### src/rtl/pipeline_pkg.sv
// Shared types and defaults for the MIPS32 pipeline stall/flush controller.
package pipeline_pkg;

  localparam int DIV_CYCLES_DEFAULT = 32;

  // Stall sources, listed from shallowest to deepest pipeline stage.
  typedef enum logic [2:0] {
    STAGE_NONE,
    STAGE_IF,
    STAGE_ID,
    STAGE_EX,
    STAGE_MEM
  } stage_t;

  typedef enum logic [1:0] {
    EXC_IDLE,
    EXC_PENDING,
    EXC_FLUSH
  } exc_state_t;

endpackage

### src/rtl/pipeline_controller_if.sv
// Stall-request inputs and register-control outputs of the pipeline controller.
interface pipeline_controller_if;

  logic if_stall;
  logic id_load_use;
  logic ex_hilo_read;
  logic ex_div_start;
  logic dm_stall;
  logic mem_exc_req;
  logic id_bl_nullify;

  logic pc_enable;
  logic if_id_enable;
  logic id_ex_enable;
  logic ex_mem_enable;
  logic mem_wb_enable;
  logic if_id_flush;
  logic id_ex_flush;
  logic ex_mem_flush;
  logic mem_wb_flush;
  logic pc_sel_vector;
  logic div_busy;
  logic div_done;

  modport master (
    input  if_stall, id_load_use, ex_hilo_read, ex_div_start,
           dm_stall, mem_exc_req, id_bl_nullify,
    output pc_enable, if_id_enable, id_ex_enable, ex_mem_enable, mem_wb_enable,
           if_id_flush, id_ex_flush, ex_mem_flush, mem_wb_flush,
           pc_sel_vector, div_busy, div_done
  );

  modport slave (
    output if_stall, id_load_use, ex_hilo_read, ex_div_start,
           dm_stall, mem_exc_req, id_bl_nullify,
    input  pc_enable, if_id_enable, id_ex_enable, ex_mem_enable, mem_wb_enable,
           if_id_flush, id_ex_flush, ex_mem_flush, mem_wb_flush,
           pc_sel_vector, div_busy, div_done
  );

endinterface

### src/rtl/div_sequencer.sv
// Multi-cycle divider sequencer: busy for DIV_CYCLES cycles after start,
// done pulses in the last busy cycle. A restart abandons the running divide.
module div_sequencer
  import pipeline_pkg::*;
#(
  parameter int DIV_CYCLES = DIV_CYCLES_DEFAULT
) (
  input  logic clock,
  input  logic reset,
  input  logic start,
  output logic busy,
  output logic done
);

  localparam int CW = $clog2(DIV_CYCLES + 1);

  logic [CW-1:0] count;

  // NOTE: sequential state uses non-blocking assignments only, so every
  // flop samples pre-edge values regardless of statement order.
  always_ff @(posedge clock) begin
    if (reset) begin
      count <= '0;
      busy  <= 1'b0;
    end else if (start) begin
      count <= CW'(DIV_CYCLES - 1);
      busy  <= 1'b1;
    end else if (busy) begin
      if (count == '0) busy  <= 1'b0;
      else             count <= count - 1'b1;
    end
  end

  assign done = busy && (count == '0);

endmodule

### src/rtl/pipeline_controller.sv
// Stall/flush sequencer for the five-stage pipeline: deepest-stage stall
// priority, exception flush FSM, branch-likely nullify and divider sequencing.
module pipeline_controller
  import pipeline_pkg::*;
#(
  parameter int DIV_CYCLES = DIV_CYCLES_DEFAULT
) (
  input  logic                  clock,
  input  logic                  reset,
  pipeline_controller_if.master bus
);

  exc_state_t exc_state, exc_next, exc_mode;
  stage_t     stall_stage;
  logic       div_busy, div_done;

  div_sequencer #(.DIV_CYCLES(DIV_CYCLES)) u_div (
    .clock (clock),
    .reset (reset),
    .start (bus.ex_div_start),
    .busy  (div_busy),
    .done  (div_done)
  );

  assign bus.div_busy = div_busy;
  assign bus.div_done = div_done;

  always_ff @(posedge clock) begin
    if (reset) exc_state <= EXC_IDLE;
    else       exc_state <= exc_next;
  end

  // The flush cycle is combinational, so EXC_FLUSH appears only as the
  // current mode and is never registered.
  // NOTE: every always_comb output gets a default first, so no path can
  // leave a signal unassigned and infer a latch.
  always_comb begin
    exc_next = exc_state;
    exc_mode = exc_state;
    unique case (exc_state)
      EXC_IDLE: begin
        if (bus.mem_exc_req) begin
          if (bus.dm_stall) exc_next = EXC_PENDING;
          else              exc_mode = EXC_FLUSH;
        end
      end
      EXC_PENDING: begin
        if (!bus.dm_stall) begin
          exc_mode = EXC_FLUSH;
          exc_next = EXC_IDLE;
        end
      end
      default: exc_next = EXC_IDLE;
    endcase
  end

  always_comb begin
    stall_stage = STAGE_NONE;
    if (bus.dm_stall)                      stall_stage = STAGE_MEM;
    else if (bus.ex_hilo_read && div_busy) stall_stage = STAGE_EX;
    else if (bus.id_load_use)              stall_stage = STAGE_ID;
    else if (bus.if_stall)                 stall_stage = STAGE_IF;
  end

  always_comb begin
    bus.pc_enable     = 1'b1;
    bus.if_id_enable  = 1'b1;
    bus.id_ex_enable  = 1'b1;
    bus.ex_mem_enable = 1'b1;
    bus.mem_wb_enable = 1'b1;
    bus.if_id_flush   = 1'b0;
    bus.id_ex_flush   = 1'b0;
    bus.ex_mem_flush  = 1'b0;
    bus.mem_wb_flush  = 1'b0;
    bus.pc_sel_vector = 1'b0;

    if (reset) begin
      bus.pc_enable     = 1'b0;
      bus.if_id_enable  = 1'b0;
      bus.id_ex_enable  = 1'b0;
      bus.ex_mem_enable = 1'b0;
      bus.mem_wb_enable = 1'b0;
      bus.if_id_flush   = 1'b1;
      bus.id_ex_flush   = 1'b1;
      bus.ex_mem_flush  = 1'b1;
      bus.mem_wb_flush  = 1'b1;
    end else if (exc_mode == EXC_FLUSH) begin
      bus.if_id_flush   = 1'b1;
      bus.id_ex_flush   = 1'b1;
      bus.ex_mem_flush  = 1'b1;
      bus.pc_sel_vector = 1'b1;
    end else begin
      // Registers upstream of the stalling stage hold; the one just below it flushes.
      unique case (stall_stage)
        STAGE_IF: begin
          bus.pc_enable   = 1'b0;
          bus.if_id_flush = 1'b1;
        end
        STAGE_ID: begin
          bus.pc_enable    = 1'b0;
          bus.if_id_enable = 1'b0;
          bus.id_ex_flush  = 1'b1;
        end
        STAGE_EX: begin
          bus.pc_enable    = 1'b0;
          bus.if_id_enable = 1'b0;
          bus.id_ex_enable = 1'b0;
          bus.ex_mem_flush = 1'b1;
        end
        STAGE_MEM: begin
          bus.pc_enable     = 1'b0;
          bus.if_id_enable  = 1'b0;
          bus.id_ex_enable  = 1'b0;
          bus.ex_mem_enable = 1'b0;
          bus.mem_wb_flush  = 1'b1;
        end
        default: ;
      endcase
      if (bus.id_bl_nullify && (stall_stage == STAGE_NONE || stall_stage == STAGE_IF))
        bus.if_id_flush = 1'b1;
    end
  end

endmodule

### src/flat_wrapper.sv
// flat-port wrapper written by rule: the top's interface ports become plain ports
module pipeline_controller_flat import pipeline_pkg::*;
#(
  parameter int DIV_CYCLES = DIV_CYCLES_DEFAULT
)
  (clock, reset, bus_if_stall, bus_id_load_use, bus_ex_hilo_read, bus_ex_div_start, bus_dm_stall, bus_mem_exc_req, bus_id_bl_nullify, bus_pc_enable, bus_if_id_enable, bus_id_ex_enable, bus_ex_mem_enable, bus_mem_wb_enable, bus_if_id_flush, bus_id_ex_flush, bus_ex_mem_flush, bus_mem_wb_flush, bus_pc_sel_vector, bus_div_busy, bus_div_done);
  pipeline_controller_if bus_i ();
  input  logic clock;
  input  logic reset;
  input wire logic [$bits(bus_i.if_stall)-1:0] bus_if_stall;
  input wire logic [$bits(bus_i.id_load_use)-1:0] bus_id_load_use;
  input wire logic [$bits(bus_i.ex_hilo_read)-1:0] bus_ex_hilo_read;
  input wire logic [$bits(bus_i.ex_div_start)-1:0] bus_ex_div_start;
  input wire logic [$bits(bus_i.dm_stall)-1:0] bus_dm_stall;
  input wire logic [$bits(bus_i.mem_exc_req)-1:0] bus_mem_exc_req;
  input wire logic [$bits(bus_i.id_bl_nullify)-1:0] bus_id_bl_nullify;
  output wire logic [$bits(bus_i.pc_enable)-1:0] bus_pc_enable;
  output wire logic [$bits(bus_i.if_id_enable)-1:0] bus_if_id_enable;
  output wire logic [$bits(bus_i.id_ex_enable)-1:0] bus_id_ex_enable;
  output wire logic [$bits(bus_i.ex_mem_enable)-1:0] bus_ex_mem_enable;
  output wire logic [$bits(bus_i.mem_wb_enable)-1:0] bus_mem_wb_enable;
  output wire logic [$bits(bus_i.if_id_flush)-1:0] bus_if_id_flush;
  output wire logic [$bits(bus_i.id_ex_flush)-1:0] bus_id_ex_flush;
  output wire logic [$bits(bus_i.ex_mem_flush)-1:0] bus_ex_mem_flush;
  output wire logic [$bits(bus_i.mem_wb_flush)-1:0] bus_mem_wb_flush;
  output wire logic [$bits(bus_i.pc_sel_vector)-1:0] bus_pc_sel_vector;
  output wire logic [$bits(bus_i.div_busy)-1:0] bus_div_busy;
  output wire logic [$bits(bus_i.div_done)-1:0] bus_div_done;
  assign bus_i.if_stall = bus_if_stall;
  assign bus_i.id_load_use = bus_id_load_use;
  assign bus_i.ex_hilo_read = bus_ex_hilo_read;
  assign bus_i.ex_div_start = bus_ex_div_start;
  assign bus_i.dm_stall = bus_dm_stall;
  assign bus_i.mem_exc_req = bus_mem_exc_req;
  assign bus_i.id_bl_nullify = bus_id_bl_nullify;
  assign bus_pc_enable = bus_i.pc_enable;
  assign bus_if_id_enable = bus_i.if_id_enable;
  assign bus_id_ex_enable = bus_i.id_ex_enable;
  assign bus_ex_mem_enable = bus_i.ex_mem_enable;
  assign bus_mem_wb_enable = bus_i.mem_wb_enable;
  assign bus_if_id_flush = bus_i.if_id_flush;
  assign bus_id_ex_flush = bus_i.id_ex_flush;
  assign bus_ex_mem_flush = bus_i.ex_mem_flush;
  assign bus_mem_wb_flush = bus_i.mem_wb_flush;
  assign bus_pc_sel_vector = bus_i.pc_sel_vector;
  assign bus_div_busy = bus_i.div_busy;
  assign bus_div_done = bus_i.div_done;
  pipeline_controller #(.DIV_CYCLES(DIV_CYCLES)) u_core (.clock(clock), .reset(reset), .bus(bus_i));
endmodule
### config.mk
export PLATFORM = sky130hd
export DESIGN_NAME = pipeline_controller_flat
export DESIGN_NICKNAME = d
export VERILOG_FILES = /design/src/rtl/pipeline_pkg.sv /design/src/rtl/pipeline_controller_if.sv /design/src/rtl/div_sequencer.sv /design/src/rtl/pipeline_controller.sv /design/src/flat_wrapper.sv
export SDC_FILE = /design/constraint.sdc
export NUM_CORES = 1
export LEC_CHECK = 0
export ABC_AREA = 1
export BUFFER_PORTS_ARGS = -buffer_cell sky130_fd_sc_hd__buf_4
export CAP_MARGIN = 20
export CORE_ASPECT_RATIO = 1.25
export CORE_MARGIN = 2
export CORE_UTILIZATION = 30
export DETAILED_ROUTE_END_ITERATION = 6
export HOLD_SLACK_MARGIN = 0.1
export PLACE_DENSITY = 0.58
export SLEW_MARGIN = 10
export SYNTH_ARGS = -nofsm -noshare
export SYNTH_HDL_FRONTEND = slang
export SYNTH_HIERARCHICAL = 1
export SYNTH_SLANG_ARGS = --single-unit
export TNS_END_PERCENT = 10
### constraint.sdc
create_clock -name clock -period 1.1 [get_ports clock]
set_clock_uncertainty 0.05 [all_clocks]
set_input_delay 0.055 -clock clock [delete_from_list [all_inputs] [get_ports clock]]
set_output_delay 0.055 -clock clock [all_outputs]
set_load 0.01 [all_outputs]
==> results of run 1 <==
==> power groups by stage <==
stage	Combinational [uW]	Clock, uW	Sequential (uW)
2_1_floorplan	213	0	353
3_3_place_gp	355	0	353
3_5_place_dp	355	0	353
4_1_cts	435	240	352
5_1_grt	537	252	357
6_report	496	237	355
==> cells in the mapped netlist <==
cell type,instances
nand2_2,2
nor2_1,6
inv_1,12
o21bai_1,1
a21oi_1,6
nor3_1,1
nor2_2,4
a31oi_1,1
nand2_1,26
nand2_4,1
ha_1,2
dfxtp_1,8
nand4_1,3
a21oi_2,2
inv_4,1
nand3_2,1
inv_2,3
nor2_4,2
nand3_1,10
or2_2,1
==> worst register-to-register path, delay by kind of cell, from the launching register on <==
kind	cells	cell delay, ps
flip-flops	1	330
AND/OR/NAND/NOR	4	240
adder cells (fa/ha/maj)	1	170
buffers and inverters	2	190
AO/OA/AOI/OAI	1	100
==> cell families (layout without fill, tap and decap cells) <==
kind of cell / Yosys count / count (layout) / share of synthesized area (%)
DFF: 8 / 8 / 27.12
adders and majority gates: 2 / 2 / 4.237
buffers and inverters: 16 / 56 / 10.59
AOI/OAI and AO/OA: 10 / 10 / 10.38
and+or+nand+nor: 57 / 57 / 47.67
==> flip-flops by register name (all words and copies together) (netlist names) <==
register,cells
u_core/exc_state,1
u_core/u_div/busy,1
u_core/u_div/count,6
==> layout make-up <==
type / count / area [um2] / share of cell area, %
flip-flops and latches: 8 / 167.7 / 16.07
repair buffers: 37 / 310.3 / 29.74
inverters: 16 / 62.56 / 5.995
well taps: 19 / 23.77 / 2.278
clock buffers: 3 / 22.52 / 2.158
multi-input cells: 69 / 456.7 / 43.77
==> worst paths after layout <==
| path | start | slack [ps] | end | depth (start not counted) |
|---|---|---|---|---|
| worst min-delay path | bus_mem_exc_req | 120 | u_core/exc_state[0]$_SDFFE_PP0P_ | 3 |
| worst max-delay path | u_core/u_div/count[1]$_SDFFE_PP0P_ | -100 | bus_div_done | 5 |
| worst max register to register | u_core/u_div/count[0]$_SDFFE_PP0P_ | -50 | u_core/u_div/count[4]$_SDFFE_PP0P_ | 8 |
| worst min register to register | u_core/exc_state[0]$_SDFFE_PP0P_ | 550 | u_core/exc_state[0]$_SDFFE_PP0P_ | 2 |
==> through the flow <==
| step | setup TNS (ps) | total power (uW) | instance area (um2) | hold slack [ps] | utilization (%) |
|---|---|---|---|---|---|
| after global routing | -1373 | 1146 | 1044 | 131.5 | 57.72 |
| final | -613.2 | 1088 | 1044 | 115.8 | 57.72 |
| after detailed placement | -266.2 | 708.6 | 813.3 | 263.5 | 44.98 |
| after CTS | -584.9 | 1027 | 957.2 | 97.11 | 52.94 |
| after global placement | -120.0 | 708.4 | 813.3 | 269.0 | 44.98 |
| after floorplan | 0 | 565.7 | 594.3 | 66.65 | - |
==> metal layers <==
layer	global-route usage, %	up-vias	wire length [um]
li1	-	376	-
met1	16.39	338	676
met2	28.92	25	927
met3	2.685	2	130
met4	4.545	0	17
met5	0	-	0
==> timing repair <==
| action | 4_1_cts | 5_1_grt |
|---|---|---|
| pin swaps | 7 | 3 |
| setup buffers | 3 | 4 |
| hold buffers | 4 | 0 |
| endpoints found under the hold margin | 8 | 0 |
| gates resized for setup | 16 | 15 |
| endpoints found under the setup margin | 12 | 14 |
==> summary.md, run 1 <==
| Metric | Value |
|---|---|
| CTS Buffer Depth | `2` |
| Seq cells post-synth | `8` |
| Synth unique cells | `20` |
| Net Count, Synth | `104` |
| F_max | `0.8322 GHz` |
| Placed cells | `138` |
| RSZ-0062 raised after global routing | `true` |
| HP Class | `primary input to register` |
| Power Density | `1042 nW/um2` |
| Final-stage net count | `146` |
| Worst Tran Pin Value | `313.9 ps` |
| Slew HR | `79.01%` |
| Slowest cell on crit path | `dfxtp_2` |
| Num rows | `17` |
| Final Max Tran Viols | `0` |
| Hpwl dp | `1168 um` |
| Routed wire per std cell | `11.52 um` |
| Commonest non-fill, non-tap cell in the layout | `buf_4` |
| Area grow syn2layout | `76.69%` |
| Required time of the worst setup path | `1000 ps` |
| Iteration-0 DRC Markers | `9` |
| GRT overflow | `0` |
| Chip height | `53.61 um` |
| Post-Route WL | `1751 um` |
| P_sw | `395.0 uW` |
| Max stage delay on crit path | `330 ps` |
| Fin. Hold Viols | `0` |
| Switching Share | `36.31%` |
| Worst setup path class | `register to primary output` |
| CP delay by family, top | `flip-flops` |
| First-pass GRT wire length | `2628 um` |
| VDD IR max | `578.9 uV` |
| Final WS setup | `-101.6 ps` |
| Most frequent cells in the layout | `buf_4 (27), nand2_1 (21), nand3_1 (10), inv_1 (9)` |
| Status | `finished with violations` |
| Critical path buffers and inverters | `2` |
| CTS clk-pin slew, worst paths | `50 ps` |
| Biggest area consumer among synthesized cells | `dfxtp_1` |
| DIE WIDTH | `43.69 um` |
| CTS Sinks | `8` |
| Ys Warns | `6` |
| Io pins | `21` |
| TritonCTS buffer count | `3` |
| Port bufs | `20` |
| Root buf cell | `clkbuf_4` |
| Initial Util | `32.66%` |
| Synth top area share | `27.12%` |
| CTS tree | `built` |
| Initial antenna violation count | `0` |
| Maxcap violations | `0` |
| Clock share of power | `21.8%` |
| Crit. End Element | `primary output` |
| Htree depth | `1` |
| Worst slack, placed | `-94.25 ps` |
| Non-filler cells in the finished layout | `152` |
| Worst-Skew Late Latency | `260 ps` |
| Logic gate share of total power | `45.6%` |
| Number of global-route vias before repair | `635` |
| Avg Cell Area, Syn | `6.350 um2` |
| Fin crit share | `109.2%` |
| ANT cells | `0` |
| Final setup vio count | `13` |
| Startpoint types | `register` |
| GP Congestion | `0.7907` |
| Vias per inst | `4.875` |
| Violated checks | `setup timing` |
| Cells after synthesis | `93` |
| Register share of total power | `32.6%` |
| P_int | `692.7 uW` |
| Worst Path Arrival | `1100 ps` |
| Largest cells by area after synthesis | `dfxtp_1 (27%), nand2_1 (17%), nand3_1 (8.5%), inv_1 (7.6%), a21oi_1 (5.1%)` |
| Static Leak | `0.0005065 uW` |
| Crit path max fanout | `3` |
| Minimum clock period after layout | `1202 ps` |
| Via count | `741` |
| Cell-by-cell trace of the critical path | `inv_2, ha_4, nand3_4, nor2_4, buf_6` |
| Layout cell share with drive strength beyond 1 | `54.14%` |
| Largest net degree at the start of global routing | `10` |
| Routed Antenna Nets | `0` |
| Core Region | `1808 um2` |
| First-pass DRT Iterations | `4` |
| Gr usage total | `15.01%` |
| Seq/Total Area, Yosys | `27.12%` |
| Area of the die | `2342 um2` |
| Fillers | `169` |
| Post-Synthesis Cell Area | `590.6 um2` |
| DR DRC count | `0` |
(Power assumes the default switching activity.)
==> run 2, diff against run 1 <==
--- a/config.mk
+++ b/config.mk
@@ -14,6 +14,8 @@
 export DETAILED_ROUTE_END_ITERATION = 6
 export HOLD_SLACK_MARGIN = 0.1
 export PLACE_DENSITY = 0.58
+export SKIP_CTS_REPAIR_TIMING = 1
+export SKIP_LAST_GASP = 1
 export SLEW_MARGIN = 10
 export SYNTH_ARGS = -nofsm -noshare
 export SYNTH_HDL_FRONTEND = slang
==> summary.md, run 2 (synthesis gave the netlist of run 1 again) <==
| Metric | Value |
|---|---|
| Final-stage net count | `140 (was 146)` |
| Worst setup path class | `register to primary output (unchanged)` |
| Area grow syn2layout | `57.84% (was 76.69%)` |
| Worst Tran Pin Value | `298.7 ps (was 313.9 ps)` |
| Port bufs | `20 (unchanged)` |
| Post-Route WL | `1545 um (was 1751 um)` |
| Crit. End Element | `primary output (unchanged)` |
| Worst-Skew Late Latency | `260 ps (about the same)` |
| Num rows | `17 (unchanged)` |
| Final setup vio count | `11 (was 13)` |
| Worst slack, placed | `-94.25 ps (unchanged)` |
| FF-to-FF setup slack | `-30 ps (was -50 ps)` |
| CP delay by family, top | `flip-flops (unchanged)` |
| Slowest cell on crit path | `dfxtp_2 (unchanged)` |
| GP Congestion | `0.7907 (unchanged)` |
| DIE WIDTH | `43.69 um (unchanged)` |
| R2r startpoint | `u_core/u_div/count[0]$_SDFFE_PP0P_ (unchanged)` |
| Worst Path Arrival | `1110 ps (was 1100 ps)` |
| Final Max Tran Viols | `0 (unchanged)` |
| Minimum clock period after layout | `1212 ps (was 1202 ps)` |
| Fillers | `193 (was 169)` |
| Post-Place Cell Area | `813.3 um2 (unchanged)` |
| Initial Util | `32.66% (unchanged)` |
| Crit path max fanout | `3 (unchanged)` |
| Gr usage total | `13.13% (was 15.01%)` |
| CTS clk-pin slew, worst paths | `60 ps (was 50 ps)` |
| WP depth | `5 (unchanged)` |
| Htree depth | `1 (unchanged)` |
| Power Density | `1067 nW/um2 (was 1042 nW/um2)` |
| Via count | `677 (was 741)` |
| CTS Buffer Depth | `2 (unchanged)` |
| Final core occ | `51.56% (was 57.72%)` |
| GRT overflow | `0 (unchanged)` |
| Area of the die | `2342 um2 (unchanged)` |
| Hpwl dp | `1168 um (unchanged)` |
| Fin crit share | `110.2% (was 109.2%)` |
| Routed wire per std cell | `10.58 um (was 11.52 um)` |
| Vias per inst | `4.637 (was 4.875)` |
| Initial antenna violation count | `0 (unchanged)` |
| Max FFs per register | `6 (unchanged)` |
| RSZ-0062 raised after global routing | `true (unchanged)` |
| Final WS setup | `-112.3 ps (was -101.6 ps)` |
| Io pins | `21 (unchanged)` |
| First-pass GRT wire length | `2311 um (was 2628 um)` |
| CP endpoint | `bus_div_done (unchanged)` |
| Violated checks | `setup timing (unchanged)` |
| Status | `finished with violations (unchanged)` |
| FF-to-FF End | `u_core/u_div/count[0]$_SDFFE_PP0P_ (was u_core/u_div/count[4]$_SDFFE_PP0P_)` |
| ANT cells | `0 (unchanged)` |
| Commonest non-fill, non-tap cell in the layout | `buf_4 (unchanged)` |
| Worst setup startpoint | `u_core/u_div/count[0]$_SDFFE_PP0P_ (was u_core/u_div/count[1]$_SDFFE_PP0P_)` |
| Number of global-route vias before repair | `548 (was 635)` |
| Iteration-0 DRC Markers | `6 (was 9)` |
| DR DRC count | `0 (unchanged)` |
| Final instance area | `932.1 um2 (was 1044 um2)` |
| Most frequent cells in the layout | `buf_4 (26), nand2_1 (23), inv_1 (10), nand3_1 (10), a21oi_1 (6) (was buf_4 (27), nand2_1 (21), nand3_1 (10), inv_1 (9))` |
| Slew HR | `80.02% (was 79.01%)` |
| Static Leak | `0.0004608 uW (was 0.0005065 uW)` |
| Core Region | `1808 um2 (unchanged)` |
| Root buf cell | `clkbuf_4 (unchanged)` |
| Biggest register | `u_core/u_div/count (unchanged)` |
| Max stage delay on crit path | `340 ps (was 330 ps)` |
| F_max | `0.8249 GHz (was 0.8322 GHz)` |
| Startpoint types | `register (unchanged)` |
| VDD IR max | `513.3 uV (was 578.9 uV)` |
| Layout cell share with drive strength beyond 1 | `44.88% (was 54.14%)` |
| CTS tree | `built (unchanged)` |
| Worst R2R Path Depth | `7 (was 8)` |
| Routed Antenna Nets | `0 (unchanged)` |
| Cell-by-cell trace of the critical path | `inv_4, ha_4, nand3_4, nor2_4, buf_6 (was inv_2, ha_4, nand3_4, nor2_4, buf_6)` |
| Hold_sp | `bus_mem_exc_req (unchanged)` |
| Largest net degree at the start of global routing | `11 (was 10)` |
| Required time of the worst setup path | `1000 ps (about the same)` |
| Maxcap violations | `0 (unchanged)` |
| TritonCTS buffer count | `3 (unchanged)` |
| Chip height | `53.61 um (unchanged)` |
| Largest regs | `u_core/u_div/count (6), u_core/exc_state (1), u_core/u_div/busy (1) (unchanged)` |
| Fin. Hold Viols | `0 (unchanged)` |
| Critical path buffers and inverters | `2 (unchanged)` |
| CTS Sinks | `8 (unchanged)` |
| First-pass DRT Iterations | `4 (unchanged)` |
| HP Class | `primary input to register (unchanged)` |
## run 2: final cells by class
type	count	area [um2]	area share [%]
clock buffer	3	22.52	2.416
inverter	16	65.06	6.980
multi-input combinational	69	407.9	43.76
sequential	8	166.4	17.85
tap	19	23.77	2.550
timing repair buffer	31	246.5	26.44
## run 2: worst min-delay path by stage
| stage | end | depth (start not counted) | slack, ps |
|---|---|---|---|
| 2_1_floorplan | u_core/u_div/count[0]$_SDFFE_PP0P_ | 1 | 70 |
| 3_3_place_gp | u_core/u_div/count[3]$_SDFFE_PP0P_ | 2 | 270 |
| 3_5_place_dp | u_core/u_div/count[3]$_SDFFE_PP0P_ | 2 | 260 |
| 4_1_cts | u_core/u_div/count[3]$_SDFFE_PP0P_ | 2 | -10 |
| 5_1_grt | u_core/u_div/count[3]$_SDFFE_PP0P_ | 4 | 110 |
| 6_report | u_core/exc_state[0]$_SDFFE_PP0P_ | 3 | 90 |
## run 2: metrics by stage
stage                     power, uW  TNS, ps  instances  hold slack (ps)
after floorplan               565.7        0         93            66.65
after global placement        708.4   -120.0        138            269.0
after global routing           1061    -1559        146            110.1
after CTS                     943.7    -1347        141           -14.13
final                         994.8   -530.7        146            90.41
after detailed placement      708.6   -266.2        138            263.5
## run 2: power breakdown
group	internal [uW]	switching, uW
combinational	195	214
clock	125	105
sequential	321	34.7
total	640	354
## run 2: worst min-delay path, cell delays in order
cell	delay (ps)
buf_4	100
nor2_4	40
nor3_1	130
## run 2: metal layers
metal / vias to the layer above / GRT usage [%] / wire length, um
li1: 366 / - / -
met1: 288 / 15.37 / 644
met2: 23 / 23.53 / 777
met3: 0 / 2.685 / 123
met4: 0 / 4.545 / 0
met5: - / 0 / 0
==> run 3, diff against run 2 <==
--- a/config.mk
+++ b/config.mk
@@ -14,6 +14,7 @@
 export DETAILED_ROUTE_END_ITERATION = 6
 export HOLD_SLACK_MARGIN = 0.1
 export PLACE_DENSITY = 0.58
+export RECOVER_POWER = 100
 export SKIP_CTS_REPAIR_TIMING = 1
 export SKIP_LAST_GASP = 1
 export SLEW_MARGIN = 10
==> summary.md, run 3 (synthesis gave the netlist of run 1 again) <==
| Metric | Value |
|---|---|
| Routed wire per std cell | `10.61 um (was 10.58 um)` |
| Slew HR | `80.05% (was 80.02%)` |
| F_max | `0.8241 GHz (was 0.8249 GHz)` |
| Commonest non-fill, non-tap cell in the layout | `buf_4 (unchanged)` |
| Top Layer Used | `met3 (unchanged)` |
| Fin. Hold Viols | `0 (unchanged)` |
| Post-Route WL | `1549 um (was 1545 um)` |
| Vias per inst | `4.644 (was 4.637)` |
| Area of the die | `2342 um2 (unchanged)` |
| CTS clk-pin slew, worst paths | `60 ps (about the same)` |
| Violated checks | `setup timing (unchanged)` |
| Area grow syn2layout | `56.57% (was 57.84%)` |
| Multi-input gate area | `400.4 um2 (was 407.9 um2)` |
| CTS tree | `built (unchanged)` |
| Htree depth | `1 (unchanged)` |
| Slowest cell on crit path | `dfxtp_2 (unchanged)` |
| GRT overflow | `0 (unchanged)` |
| Static Leak | `0.0004587 uW (was 0.0004608 uW)` |
| Most frequent cells in the layout | `buf_4 (26), nand2_1 (24), inv_1 (12), nand3_1 (10), a21oi_1 (6) (was buf_4 (26), nand2_1 (23), inv_1 (10), nand3_1 (10), a21oi_1 (6))` |
| Required time of the worst setup path | `1000 ps (about the same)` |
| Core Region | `1808 um2 (unchanged)` |
| Final setup vio count | `11 (unchanged)` |
| Fin crit share | `110.3% (was 110.2%)` |
| Startpoint types | `register (unchanged)` |
| GP Congestion | `0.7907 (unchanged)` |
| CTS Buffer Depth | `2 (unchanged)` |
| Post-Place Cell Area | `813.3 um2 (unchanged)` |
| Hold Path Depth | `3 (unchanged)` |
| Met3 Routed Length | `126 um (was 123 um)` |
| Via count | `678 (was 677)` |
| Routed Antenna Nets | `0 (unchanged)` |
| Crit path max fanout | `3 (unchanged)` |
| First-pass DRT Iterations | `4 (unchanged)` |
| Final instance area | `924.6 um2 (was 932.1 um2)` |
| Max FFs per register | `6 (unchanged)` |
| Initial antenna violation count | `0 (unchanged)` |
| Maxcap violations | `0 (unchanged)` |
| Final WS setup | `-113.4 ps (was -112.3 ps)` |
| Io pins | `21 (unchanged)` |
| Initial Util | `32.66% (unchanged)` |
| Worst setup path class | `register to primary output (unchanged)` |
| Worst Tran Pin Value | `298.3 ps (was 298.7 ps)` |
| Total power | `990.9 uW (was 994.8 uW)` |
| Fillers | `193 (unchanged)` |
| TritonCTS buffer count | `3 (unchanged)` |
| Largest net degree at the start of global routing | `11 (unchanged)` |
| Minimum clock period after layout | `1213 ps (was 1212 ps)` |
| CTS Sinks | `8 (unchanged)` |
| Max stage delay on crit path | `340 ps (about the same)` |
| Largest regs | `u_core/u_div/count (6), u_core/exc_state (1), u_core/u_div/busy (1) (unchanged)` |
| DIE WIDTH | `43.69 um (unchanged)` |
| ANT cells | `0 (unchanged)` |
| Status | `finished with violations (unchanged)` |
| Gr usage total | `13.13% (unchanged)` |
| HP Class | `primary input to register (unchanged)` |
| Layout cell share with drive strength beyond 1 | `42.52% (was 44.88%)` |
| RSZ-0062 raised after global routing | `true (unchanged)` |
| Biggest register | `u_core/u_div/count (unchanged)` |
| Worst R2R Path Depth | `7 (unchanged)` |
| Num rows | `17 (unchanged)` |
| VDD IR max | `512.2 uV (was 513.3 uV)` |
| Chip height | `53.61 um (unchanged)` |
| Final Max Tran Viols | `0 (unchanged)` |
| First-pass GRT wire length | `2311 um (unchanged)` |
| Cell-by-cell trace of the critical path | `inv_4, ha_4, nand3_4, nor2_4, buf_6 (unchanged)` |
| Hpwl dp | `1168 um (unchanged)` |
| Port bufs | `20 (unchanged)` |
| DR DRC count | `0 (unchanged)` |
| Iteration-0 DRC Markers | `6 (unchanged)` |
| Number of global-route vias before repair | `548 (unchanged)` |
| Crit. End Element | `primary output (unchanged)` |
| Metal2 WL | `776 um (was 777 um)` |
| Power Density | `1072 nW/um2 (was 1067 nW/um2)` |
| Worst Path Arrival | `1110 ps (about the same)` |
| Final-stage net count | `140 (unchanged)` |
| Worst-Skew Late Latency | `260 ps (about the same)` |
| Reg area | `166.4 um2 (unchanged)` |
| Routed length on met1 | `645 um (was 644 um)` |
| Root buf cell | `clkbuf_4 (unchanged)` |
==> run 3: cell type report <==
cell class,instances,area share [%]
multi-input combinational,69,43.30
timing repair buffer,31,26.66
sequential,8,18.00
inverter,16,7.037
tap,19,2.571
clock buffer,3,2.436
==> run 3: worst paths after layout <==
path / to / from / slack, ps
setup / recovery: bus_div_done / u_core/u_div/count[0]$_SDFFE_PP0P_ / -110
hold / removal: u_core/exc_state[0]$_SDFFE_PP0P_ / bus_mem_exc_req / 90
setup reg to reg: u_core/u_div/count[0]$_SDFFE_PP0P_ / u_core/u_div/count[0]$_SDFFE_PP0P_ / -30
hold reg to reg: u_core/u_div/count[1]$_SDFFE_PP0P_ / u_core/u_div/count[1]$_SDFFE_PP0P_ / 430
==> run 3: per-layer routing <==
layer	track usage (%)	vias to the layer above
li1	-	364
met5	0	-
met3	2.685	0
met4	4.545	0
met2	23.53	23
met1	15.37	291
==> run 3: power breakdown <==
part	total [uW]	internal [uW]	switching, uW
Clock	231	125	106
Combinational	405	193	212
Sequential	355	321	34.4
Total	991	639	352
==> run 3: critical path: cells and delay by family (launching register included) <==
| kind | cells | cell delay, ps |
|---|---|---|
| buffers and inverters | 2 | 170 |
| adders and majority gates | 1 | 140 |
| DFF | 1 | 340 |
| and+or+nand+nor | 2 | 200 |
==> run 3: through the flow <==
| step | setup TNS (ps) | hold slack [ps] | utilization [%] | instances | worst slack [ps] |
|---|---|---|---|---|---|
| 3_5_place_dp | -266.2 | 263.5 | 44.98 | 138 | -94.25 |
| 5_1_grt | -1559 | 110.1 | 51.14 | 146 | -187.8 |
| 6_report | -538.8 | 90.29 | 51.14 | 146 | -113.4 |
| 3_3_place_gp | -120.0 | 269.0 | 44.98 | 138 | -34.89 |
| 2_1_floorplan | 0 | 66.65 | - | 93 | 7.353 |
| 4_1_cts | -1347 | -14.13 | 46.23 | 141 | -254.0 |
